## config.mk

```make
export PLATFORM = sky130hd
export DESIGN_NAME = uart_rx_bit_timer
export DESIGN_NICKNAME = d
export VERILOG_FILES = /design/src/rtl/uart_rx_pkg.sv /design/src/rtl/uart_rx_bit_timer.sv
export SDC_FILE = /design/constraint.sdc
export NUM_CORES = 1
export LEC_CHECK = 0
export BUFFER_PORTS_ARGS = -buffer_cell sky130_fd_sc_hd__buf_2
export CORE_UTILIZATION = 53
export CTS_CLUSTER_SIZE = 8
export DETAILED_ROUTE_END_ITERATION = 8
export PLACE_DENSITY = 0.8
export SLEW_MARGIN = 15
export SYNTH_ARGS = -nofsm -noshare
export SYNTH_HDL_FRONTEND = slang
export SYNTH_SLANG_ARGS = --single-unit
```

## constraint.sdc

```tcl
create_clock -name CLK_edge_bit -period 2.6 [get_ports CLK_edge_bit]
set_clock_uncertainty 0.05 [all_clocks]
set_input_delay 0.52 -clock CLK_edge_bit [delete_from_list [all_inputs] [get_ports CLK_edge_bit]]
set_output_delay 0.52 -clock CLK_edge_bit [all_outputs]
set_load 0.01 [all_outputs]
```

## src/rtl/uart_rx_pkg.sv

```systemverilog
// rtl/uart_rx_pkg.sv - shared constants and helpers for the UART receiver timing path
package uart_rx_pkg;

    localparam int PRESCALE_MIN       = 4;
    localparam int PRESCALE_WIDTH_DEF = 6;
    localparam int BIT_CNT_WIDTH_DEF  = 4;

    // Centre-of-bit edge index; floor for odd prescale so the data sampler
    // and the bit timer agree on the same sample point.
    function automatic int unsigned mid_point(input int unsigned prescale);
        return prescale >> 1;
    endfunction

endpackage

```

## src/rtl/uart_rx_bit_timer.sv

```systemverilog
// rtl/uart_rx_bit_timer.sv - oversampling bit/frame timer for the UART receiver
//
// Counts oversample edges within a bit and bits within a frame, and decodes
// sample strobes plus bit-end / frame-end pulses. Prescale and frame length are
// captured into shadow registers while idle and frozen for the whole frame.
//
// Optional build macro: UART_RX_TRIPLE_SAMPLE_EN enables sample_pre/sample_post
// decode for majority voting; without it both are tied 0.
//
// Ports:
//   CLK_edge_bit  oversample clock (prescale x baud)
//   RST_edge_bit  asynchronous active-low reset
//   enable        count enable from the RX FSM; low = idle / clear counters
//   prescale      clocks per bit (legal 4..2^PRESCALE_WIDTH-1)
//   frame_bits    bits per frame (legal 1..2^BIT_CNT_WIDTH-1)
//   edge_cnt      edge position within the current bit
//   bit_cnt       bit index within the frame
//   sample_mid    centre-of-bit strobe
//   sample_pre    strobe one edge before centre
//   sample_post   strobe one edge after centre
//   bit_done      last edge of the current bit
//   frame_done    last edge of the last bit of the frame
//   cfg_err       shadowed configuration is illegal
module uart_rx_bit_timer
    import uart_rx_pkg::*;
#(
    parameter int PRESCALE_WIDTH = PRESCALE_WIDTH_DEF,
    parameter int BIT_CNT_WIDTH  = BIT_CNT_WIDTH_DEF
) (
    input  logic                      CLK_edge_bit,
    input  logic                      RST_edge_bit,
    input  logic                      enable,
    input  logic [PRESCALE_WIDTH-1:0] prescale,
    input  logic [BIT_CNT_WIDTH-1:0]  frame_bits,
    output logic [PRESCALE_WIDTH-1:0] edge_cnt,
    output logic [BIT_CNT_WIDTH-1:0]  bit_cnt,
    output logic                      sample_mid,
    output logic                      sample_pre,
    output logic                      sample_post,
    output logic                      bit_done,
    output logic                      frame_done,
    output logic                      cfg_err
);

    logic [PRESCALE_WIDTH-1:0] prescale_q, prescale_d;
    logic [BIT_CNT_WIDTH-1:0]  frame_bits_q, frame_bits_d;
    logic [PRESCALE_WIDTH-1:0] edge_cnt_q, edge_cnt_d;
    logic [BIT_CNT_WIDTH-1:0]  bit_cnt_q, bit_cnt_d;

    logic [PRESCALE_WIDTH-1:0] mid_edge;
    logic                      run;
    logic                      last_edge;
    logic                      last_bit;

    always_ff @(posedge CLK_edge_bit or negedge RST_edge_bit) begin
        if (!RST_edge_bit) begin
            prescale_q   <= '0;
            frame_bits_q <= '0;
            edge_cnt_q   <= '0;
            bit_cnt_q    <= '0;
        end else begin
            prescale_q   <= prescale_d;
            frame_bits_q <= frame_bits_d;
            edge_cnt_q   <= edge_cnt_d;
            bit_cnt_q    <= bit_cnt_d;
        end
    end

    // Reset leaves the shadows at zero, so cfg_err reads 1 until the first
    // idle clock loads a real configuration.
    assign cfg_err   = (prescale_q < PRESCALE_WIDTH'(PRESCALE_MIN)) || (frame_bits_q == '0);
    assign run       = enable && !cfg_err;
    assign mid_edge  = PRESCALE_WIDTH'(mid_point(32'(prescale_q)));
    assign last_edge = (edge_cnt_q == prescale_q - PRESCALE_WIDTH'(1));
    assign last_bit  = (bit_cnt_q == frame_bits_q - BIT_CNT_WIDTH'(1));

    always_comb begin
        prescale_d   = prescale_q;
        frame_bits_d = frame_bits_q;
        edge_cnt_d   = edge_cnt_q;
        bit_cnt_d    = bit_cnt_q;
        if (!enable) begin
            prescale_d   = prescale;
            frame_bits_d = frame_bits;
            edge_cnt_d   = '0;
            bit_cnt_d    = '0;
        end else if (cfg_err) begin
            edge_cnt_d = '0;
            bit_cnt_d  = '0;
        end else if (last_edge) begin
            edge_cnt_d = '0;
            // Wrap at the last bit so back-to-back frames need no idle cycle.
            bit_cnt_d  = last_bit ? '0 : bit_cnt_q + BIT_CNT_WIDTH'(1);
        end else begin
            edge_cnt_d = edge_cnt_q + PRESCALE_WIDTH'(1);
        end
    end

    assign edge_cnt   = edge_cnt_q;
    assign bit_cnt    = bit_cnt_q;
    assign sample_mid = run && (edge_cnt_q == mid_edge);
    assign bit_done   = run && last_edge;
    assign frame_done = run && last_edge && last_bit;

`ifdef UART_RX_TRIPLE_SAMPLE_EN
    // mid_edge >= 2 whenever cfg is legal, so the -1 never underflows.
    assign sample_pre  = run && (edge_cnt_q == mid_edge - PRESCALE_WIDTH'(1));
    assign sample_post = run && (edge_cnt_q == mid_edge + PRESCALE_WIDTH'(1));
`else
    assign sample_pre  = 1'b0;
    assign sample_post = 1'b0;
`endif

endmodule

```

======== Word-level counts from Yosys, hierarchy flattened ========
Cells that the tools add are included.
word-level totals
  bits in latches ......................... 0
  ROM bits ................................ 0
  memories ................................ 0
  bits in writable memories ............... 0
  input port bits ......................... 13
  flip-flop bits (word level) ............. 20
operators by class
  shifts and indexed selects .............. 0
  bitwise gates (word level) .............. 0
  $add $sub $neg .......................... 4
  muxes and demuxes ....................... 7
  $lt $le $gt $ge ......................... 1
  $mul .................................... 0
  equal/unequal tests ..................... 4
  divide/modulo/power cells ............... 0
  reductions and logical operators ........ 7
operators with widths
  operator                                                    number
  two-way mux 6 bit                                           3
  two-way mux 4 bit                                           4
  adder 6 x 1 -> 6 bit, second input constant                 1
  equality test 6 x 5 -> 1 bit                                1
  equality test 6 bit                                         1
  less-than comparator 6 x 3 -> 1 bit, second input constant  1
  subtractor 6 x 1 -> 6 bit, second input constant            1
  adder 4 x 1 -> 4 bit, second input constant                 1
  equality test 4 bit                                         1
  logical AND 1 bit                                           4
  zero test 4 bit                                             1
  subtractor 4 x 1 -> 4 bit, second input constant            1
  inequality test 3 x 1 -> 1 bit, second input constant       1
  zero test 1 bit                                             1
  logical OR 1 bit                                            1

======== Depth between registers and ports, before layout ========
Gate-level depths: netlist of run 1.
  depth in word-level cells ............... 6
  depth in mapped cells ................... 7
  gate-level depth less buffers ........... 7

======== Worst setup path after synthesis of run 1 ========
Ideal clock, no wire load.
  path type ............................... reg-to-output
  start point ............................. register prescale_q[0]
  end point ............................... output port frame_done
  cell stages (with the launch flop) ...... 8
  setup slack ............................. 0.290 ns
  buffers on the path ..................... 0
  data arrival time ....................... 1.740 ns
  data required time ...................... 2.030 ns
  cells stage by stage .................... dfrtp_1 inv_1 ha_1 and2_4 a211o_1 a32oi_4 nor3_2 and3_1
between the ends
  cells in the longest elaborated chain, start to end .. 6
ends and longest elaborated chain
  element                                                                            line                      source
  start, declared                                                                    uart_rx_bit_timer.sv:45   logic [PRESCALE_WIDTH-1:0] prescale_q, prescale_d;
  start signal, assigned                                                             uart_rx_bit_timer.sv:62   prescale_q <= prescale_d;
  parallel branches: the longest is 4 deep, another holds subtractor 6 x 1 -> 6 bit  -
  logical AND 1 bit (*)                                                              -
  net bit_done                                                                       uart_rx_bit_timer.sv:40   output logic bit_done,
  logical AND 1 bit (*)                                                              uart_rx_bit_timer.sv:103  assign frame_done = run && last_edge && last_bit;
  end, declared                                                                      uart_rx_bit_timer.sv:41   output logic frame_done,
Mark *: on every way through the listed nets, which the timed path passes.

======== Worst setup path in the final report of run 1 ========
  start point ............................. register prescale_q[2]
  end point ............................... output port frame_done
between the ends
  cells in the longest elaborated chain, start to end .. 6
ends and longest elaborated chain
  element                                                                            line
  parallel branches: the longest is 4 deep, another holds subtractor 6 x 1 -> 6 bit  -
  logical AND 1 bit (*) (2 in a row)                                                 uart_rx_bit_timer.sv:103
Mark *: on every way between the ends.

==> results of run 1 <==
synth_stat cells, types with 2 or more instances:
master / n / share of area
nor3_2: 6 / 0.045
nand2_1: 3 / 0.0085
o31ai_1: 2 / 0.011
xor2_1: 7 / 0.046
and3_1: 3 / 0.014
xnor2_1: 13 / 0.086
inv_1: 4 / 0.011
o21ai_0: 3 / 0.011
nand3_1: 2 / 0.0076
ha_1: 5 / 0.047
buf_2: 3 / 0.011
nand4_1: 4 / 0.019
mux2_2: 10 / 0.085
nor2_1: 6 / 0.017
buf_4: 2 / 0.011
clkbuf_1: 2 / 0.0057
nor2b_1: 2 / 0.0095
a21oi_1: 8 / 0.030
dfrtp_1: 20 / 0.38
nor3_1: 4 / 0.015
report_power, final:
group,internal [mW],leakage (nW),switching (mW),total [mW]
Clock,0.0539,0.0138,0.0949,0.149
Combinational,0.122,0.476,0.120,0.242
Sequential,0.333,0.253,0.0360,0.369
Total,0.509,0.742,0.251,0.760
sequential cells by signal (all words and copies together) (netlist names):
name          count
edge_cnt          6
frame_bits_q      4
bit_cnt           4
prescale_q        6
critical path, delay by kind of cell (launching register included):
family	cells	cell delay, ns
flip-flops	1	0.48
XOR/XNOR	1	0.17
buffers and inverters	2	0.28
AND/OR/NAND/NOR	3	0.55
AO/OA/AOI/OAI	1	0.15
per-layer routing:
metal  part of all wire  vias up  GRT usage  routed length [µm]
met5                  0        -          0                   0
met4             0.0083        0     0.0631                  23
met3              0.050        2     0.0409                 139
met2               0.52       35      0.348                1440
met1               0.42      505      0.269                1170
li1                   -      500          -                   -
layout make-up:
type	count	area [µm²]	area share
repair buffers	37	213	0.133
flip-flops and latches	20	503	0.314
clock buffers	3	22.5	0.0141
well taps	28	35.0	0.0219
inverters	4	15.0	0.00937
multi-input cells	93	815	0.508
cell families after synthesis:
kind of cell	count (synthesis)
AOI/OAI and AO/OA	19
DFF	20
other	1
and+or+nand+nor	36
muxes	10
xor gates and xnor gates	21
adders and majority gates	5
buffers and inverters	12
stage by stage:
step	instances	setup TNS, ns
global placement	174	0
floorplan	125	0
CTS	179	0
finish	185	0
detailed placement	174	0
global route	185	-0.0532
worst paths after layout:
kind	startpoint	end	slack, ns
setup / recovery	prescale_q[2]	frame_done	0.08
hold / removal	RST_edge_bit	prescale_q[4]	0.1
setup reg to reg	frame_bits_q[0]	bit_cnt[3]	0.73
hold reg to reg	frame_bits_q[1]	frame_bits_q[1]	0.51
max in group asynchronous	RST_edge_bit	prescale_q[3]	2.08
min in group CLK_edge_bit	prescale[3]	prescale_q[3]	0.40
timing repair:
item / in CTS / in global routing
setup endpoints to repair: 1 / 2
pin swaps: 0 / 6
gates resized for setup: 0 / 11
buffers inserted: 2 / 6
gates cloned: 0 / 0
==> flow_summary.toml, run 1 <==
[critical_path]
worstPathArrival_ns = 1.95
path_cells = "buf_4 -> nor3_2 -> xnor2_2 -> o211ai_4 -> nor3_2 -> and3_1 -> buf_2"
cp-start-kind = "flip-flop"
worst_r2r_path_depth = 7
critPathMaxStageDelay_ns = 0.48
crit_path_frequent_cell = "nor3_2"
required_ns = 2.03
critPathMaxFanout = 8
end_kind = "primary output"
path_class = "reg -> out"
crit_path_top_delay_cell = "dfrtp_2"

[sta]
fin_crit_sh = 0.968
finalSetupViolations = 0
drv_slew = 0
fmax_mhz = 397
layout_min_cycle_time_ns = 2.52
worst_hold_slack_ns = 0.0976
fin_ws_ns = 0.0825
hold_violations = 0

[yosys]
synthesis.area_um2 = 1320
muxShareOfSynthArea = 0.0851
syn_area_per_cell_um2 = 10.7
synth_edf_count = 0
synthFlopType = "dfrtp_1"
ys_seq_area_frac = 0.378
yosys.area_share.xor_xnor = 0.150
synth_top_family_by_area = "simple AND/OR/NAND/NOR gates"
async_reset_ff_frac = 1.00
synth_compound_area_frac = 0.111
synth_adder_area_share = 0.0473
synth-simple-area-share = 0.177
ys_ff_latch = 20
syn_inst = 124
ys_warn_count = 0
ys_types = 35

[global_route]
grt_pass1_vias = 928
grt_usage = 0.208
antenna_found_initial = 0
grt_max_degree = 21
grt_overflow = 0
grt_pass1_wl_mm = 4.11

[drt]
drt-wirelength-per-cell_um = 15.0
drt_iter0_drc = 22
wirelength_mm = 2.78
vias_per_cell = 5.63
first_pass_iters = 4
vias = 1042
postRouteAntennaNets = 0
drt_drc_violations_left = 0

[clock_network]
cts_buffers = 3
ctsHoldBuffers = 0
clk_pin_slew_ns = 0.11
clkSinkCount = 20
clk_latency_ns = 0.29
htreeDepth = 1
cts_root_buf = "clkbuf_4"
cts_tree = "done"
clk_path_buf_depth = 2

[layout]
final_cell_mix = "buf_2, dfrtp_1, xnor2_1, buf_4, mux2_2"
fill_cells = 164
finalCoreUtilization = 0.704
drive_above_1_share = 0.446
fin_area_um2 = 1600
area.growth.synth_to_final_pct = 21.2
final_common_cell = "buf_2"
insertedDiodeCount = 0
final_nets = 177

[die]
rows = 17
chipWidth_um = 52.0
start_util = 0.581
ios = 29
core_area_um2 = 2280
die_y_um = 52.0
design.die.area_um2 = 2700

[pwr]
vdd_drop_max_uv = 366
p_leak_nw = 0.742
power_density_nw_per_um2 = 474
finalPower_mw = 0.760

[placed_design]
place_congestion = 0.916
io_buffers = 26
hpwl_mm = 1.94
place_area_um2 = 1470
pre_cts_ws_ns = 0.244

[flow_run]
max_cap_viol_count = 0

[min_path]
hold_class = "in -> async"

[outcome]
status = "complete, no violations"
Power figures use the tool's default switching activity.
==> run 2, diff against run 1 <==
CORE_UTILIZATION = 45   (was 53)
PLACE_DENSITY = 0.7   (was 0.8)
SKIP_CTS_REPAIR_TIMING = 1   (was not set)
==> run 2 against run 1 <==
Worst hold slack got worse by 0.00075 ns; fmax fell by 1.2%; combinational power shrank 5%; total power decreased by 2.1%; cell count is 1.6% higher; routed wire length is 0.79% higher; critical endpoint unchanged; sequential power fell by 1%; first-iteration DRC count shrank 27%; critical path depth rose by 1; setup slack worse by 0.031 ns; non-clock buffer count did not move; largest cell class unchanged; die area increased by 17%.
==> flow_summary.toml, run 2 (synthesis results as in run 1) <==
[clock_network]
cts_root_buf = "clkbuf_4"
cts_tree = "done"
clk_latency_ns = 0.30
htreeDepth = 1
clk_pin_slew_ns = 0.11
cts_buffers = 3
clkSinkCount = 20
clk_path_buf_depth = 2

[drt]
wirelength_mm = 2.80
postRouteAntennaNets = 0
drt-wirelength-per-cell_um = 14.9
vias_per_cell = 5.56
first_pass_iters = 4
vias = 1045
drt_iter0_drc = 16
drt_drc_violations_left = 0

[pwr]
power_density_nw_per_um2 = 472
clockPowerShare = 0.200
finalPower_mw = 0.744
p_sw_frac = 0.325
p_seq_frac = 0.491
combPwrFrac = 0.309
power.net_switching_mw = 0.242
p_leak_nw = 0.732
vdd_drop_max_uv = 409
internal_power_mw = 0.502

[die]
core_area_um2 = 2780
ios = 29
design.die.area_um2 = 3160
die_y_um = 56.2
start_util = 0.475
rows = 19
chipWidth_um = 56.2

[sta]
drv_slew = 0
layout_min_cycle_time_ns = 2.55
fmax_mhz = 392
fin_crit_sh = 0.980
finalSetupViolations = 0
hold_violations = 0
rsz0062_at_grt = "true"

[global_route]
grt_pass1_wl_mm = 4.21
use_met2 = 0.289
grt_util_met3 = 0.0326
grt_pass1_vias = 1006
grt_usage = 0.174
met1_usage = 0.213
grt-busiest-layer = "met2"
grt_max_degree = 21
grt_overflow = 0
antenna_found_initial = 0

[critical_path]
reg2reg_slack_ns = 0.67
required_ns = 2.03
critPathMaxFanout = 4
worst_r2r_path_depth = 7
end_kind = "primary output"
path_class = "reg -> out"
worstPathArrival_ns = 1.98
rr_endpoint = "bit_cnt[3]"
r2r_start = "frame_bits_q[0]"
cp-start-kind = "flip-flop"

[layout]
drive_above_1_share = 0.427
final_cell_mix = "buf_2, dfrtp_1, xnor2_1, buf_4, mux2_2"
area.growth.synth_to_final_pct = 19.1
fill_cells = 248
fin_area_um2 = 1580
final_cells = 188
final_nets = 177
final_common_cell = "buf_2"
finalCoreUtilization = 0.566
insertedDiodeCount = 0

[placed_design]
place_area_um2 = 1480
io_buffers = 26
hpwl_mm = 1.97
place_congestion = 0.826
dp.cells = 178

[flow_run]
max_cap_viol_count = 0

[outcome]
status = "complete, no violations"

[min_path]
hold_class = "in -> async"
## run 2: final cells by class
class	count	area, µm²	share of cell area
well taps	31	38.8	0.0246
inverters	4	15.0	0.00953
flip-flops and latches	20	503	0.319
repair buffers	37	213	0.135
clock buffers	3	22.5	0.0143
multi-input cells	93	783	0.497
## run 2: worst max path at each step
stage,cells after the start,start,slack [ns],endpoint
global route,7,prescale_q[1],-0.07,frame_done
floorplan,7,prescale_q[0],0.29,frame_done
finish,8,prescale_q[1],0.05,frame_done
global placement,8,prescale_q[0],0.29,frame_done
CTS,8,prescale_q[0],-0.11,frame_done
detailed placement,8,prescale_q[0],0.24,frame_done
## run 2: metrics by stage
step                setup TNS (ns)  hold WS, ns  worst slack (ns)
floorplan                        0        0.174             0.290
global placement                 0        0.438             0.287
detailed placement               0        0.446             0.244
CTS                         -0.114        0.106            -0.114
global route               -0.0673        0.120           -0.0673
finish                           0       0.0968            0.0512
## run 2: critical path: stages, from the launching register on
cell     delay, ns
dfrtp_1       0.45
inv_2         0.07
ha_4          0.16
and2_4        0.17
a211o_1       0.30
a32oi_4       0.19
nor3_2        0.08
and3_1        0.14
buf_2         0.13
## run 2: power groups by stage
stage                     Combinational (mW)  Clock, mW  Sequential (mW)
after detailed placement               0.197          0            0.374
after global routing                   0.253      0.166            0.369
final                                  0.230      0.149            0.365
after floorplan                        0.154          0            0.363
after global placement                 0.191          0            0.372
after CTS                              0.198      0.153            0.367
## run 2: metal layers
metal / up-vias / wire length [µm]
met4: 0 / 71
met3: 6 / 80
li1: 508 / -
met2: 24 / 1420
met5: - / 0
met1: 507 / 1220
==> run 3, diff against run 2 <==
BUFFER_PORTS_ARGS = not set   (was -buffer_cell sky130_fd_sc_hd__buf_2)
DONT_BUFFER_PORTS = 1   (was not set)
PLACE_DENSITY = 0.62   (was 0.7)
==> run 3 against run 2 <==
Count of clock-buffer cells in the layout unchanged; clock power is essentially flat; flip-flop and latch count unchanged; critical endpoint unchanged.
==> flow_summary.toml, run 3 (synthesis results as in run 1) <==
[clock_network]
clkSinkCount = 20
clk_path_buf_depth = 2
cts_tree = "done"
cts_root_buf = "clkbuf_4"
clk_latency_ns = 0.30
clk_pin_slew_ns = 0.10
cts_buffers = 3
htreeDepth = 1

[die]
design.die.area_um2 = 3160
start_util = 0.475
chipWidth_um = 56.2
ios = 29
core_area_um2 = 2780
die_y_um = 56.2
rows = 19

[drt]
vias_per_cell = 5.69
wirelength_mm = 2.47
drt-wirelength-per-cell_um = 15.7
first_pass_iters = 4
drt_drc_violations_left = 0
drt_iter0_drc = 14
postRouteAntennaNets = 0
vias = 893

[sta]
tns_ns = 0
fmax_mhz = 397
layout_min_cycle_time_ns = 2.52
drv_slew = 0
worst_hold_slack_ns = 0.304
finalSetupViolations = 0
rsz0062_at_grt = "true"
relSlewSlack = 0.389
hold_violations = 0
tightestPinTransition_ns = 0.914
fin_crit_sh = 0.968

[layout]
multi_input_area_um2 = 796
regArea_um2 = 503
insertedDiodeCount = 0
final_cell_mix = "dfrtp_1, xnor2_1, mux2_2"
finalCoreUtilization = 0.511
final_common_cell = "dfrtp_1"
fill_cells = 255
drive_above_1_share = 0.310
final_nets = 146
area.growth.synth_to_final_pct = 7.57

[critical_path]
cp-endpoint = "frame_done"
worst-path-buf-inv = 1
required_ns = 2.03
rr_endpoint = "edge_cnt[1]"
path_class = "reg -> out"
critPathMaxFanout = 6
critPathMaxStageDelay_ns = 0.46
crit_start = "prescale_q[0]"
worst_r2r_path_depth = 8
critical_path_depth = 7
critPathTopFamily = "simple AND/OR/NAND/NOR gates"
reg2reg_slack_ns = 0.68
end_kind = "primary output"
worstPathArrival_ns = 1.95
r2r_start = "prescale_q[0]"
crit_path_top_delay_cell = "dfrtp_2"
cp-start-kind = "flip-flop"
path_cells = "inv_2 -> ha_2 -> xnor2_1 -> nor2_2 -> o211ai_4 -> nor3_2 -> and3_4"

[outcome]
status = "complete, no violations"

[global_route]
met1_usage = 0.247
use_met2 = 0.269
grt_pass1_vias = 874
antenna_found_initial = 0
grt_pass1_wl_mm = 4.28
grt_overflow = 0
grt_util_met3 = 0.0326
grt_usage = 0.177
grt-busiest-layer = "met2"
grt_max_degree = 21

[flow_run]
max_cap_viol_count = 0

[pwr]
power_density_nw_per_um2 = 500
finalPower_mw = 0.711
p_leak_nw = 0.580
vdd_drop_max_uv = 364

[min_path]
hold_class = "in -> reg"

[placed_design]
io_buffers = 0
place_congestion = 0.844
hpwl_mm = 1.87
[run 3: power by group]
part / switching [mW] / internal, mW / total, mW
Combinational: 0.0990 / 0.0897 / 0.189
Sequential: 0.0412 / 0.333 / 0.374
Clock: 0.0935 / 0.0542 / 0.148
[run 3: through the flow]
stage | setup WS, ns | std cells | cell area (µm²)
floorplan | 0.290 | 125 | 1330
global placement | 0.306 | 152 | 1350
detailed placement | 0.260 | 152 | 1350
CTS | -0.0890 | 155 | 1370
global route | -0.0377 | 157 | 1420
finish | 0.0834 | 157 | 1420
[run 3: layout make-up]
cell class              count  area share
clock buffers               3      0.0158
flip-flops and latches     20       0.354
inverters                   4      0.0106
multi-input cells          93       0.559
repair buffers              6      0.0334
well taps                  31      0.0273
[run 3: metal layers]
metal	share of wire	wire length [µm]	vias up
li1	-	-	441
met1	0.47	1160	426
met2	0.47	1170	23
met3	0.041	102	3
met4	0.014	34	0
met5	0	0	-
[run 3: worst min-delay path by stage]
stage	from	to	slack [ns]	cells after the start
after global routing	prescale[3]	prescale_q[3]	0.28	1
after global placement	RST_edge_bit	edge_cnt[0]	0.17	0
after floorplan	RST_edge_bit	bit_cnt[0]	0.17	0
after CTS	RST_edge_bit	prescale_q[3]	-0.17	0
after detailed placement	RST_edge_bit	prescale_q[2]	0.17	0
final	prescale[3]	prescale_q[3]	0.30	1
[run 3: worst reg2reg max path, delay by kind of cell (launching register included)]
family          cells  cell delay (ns)
buf+inv             2             0.23
compound gates      2             0.52
flops               1             0.43
fa+ha+maj           1             0.20
simple gates        3             0.44
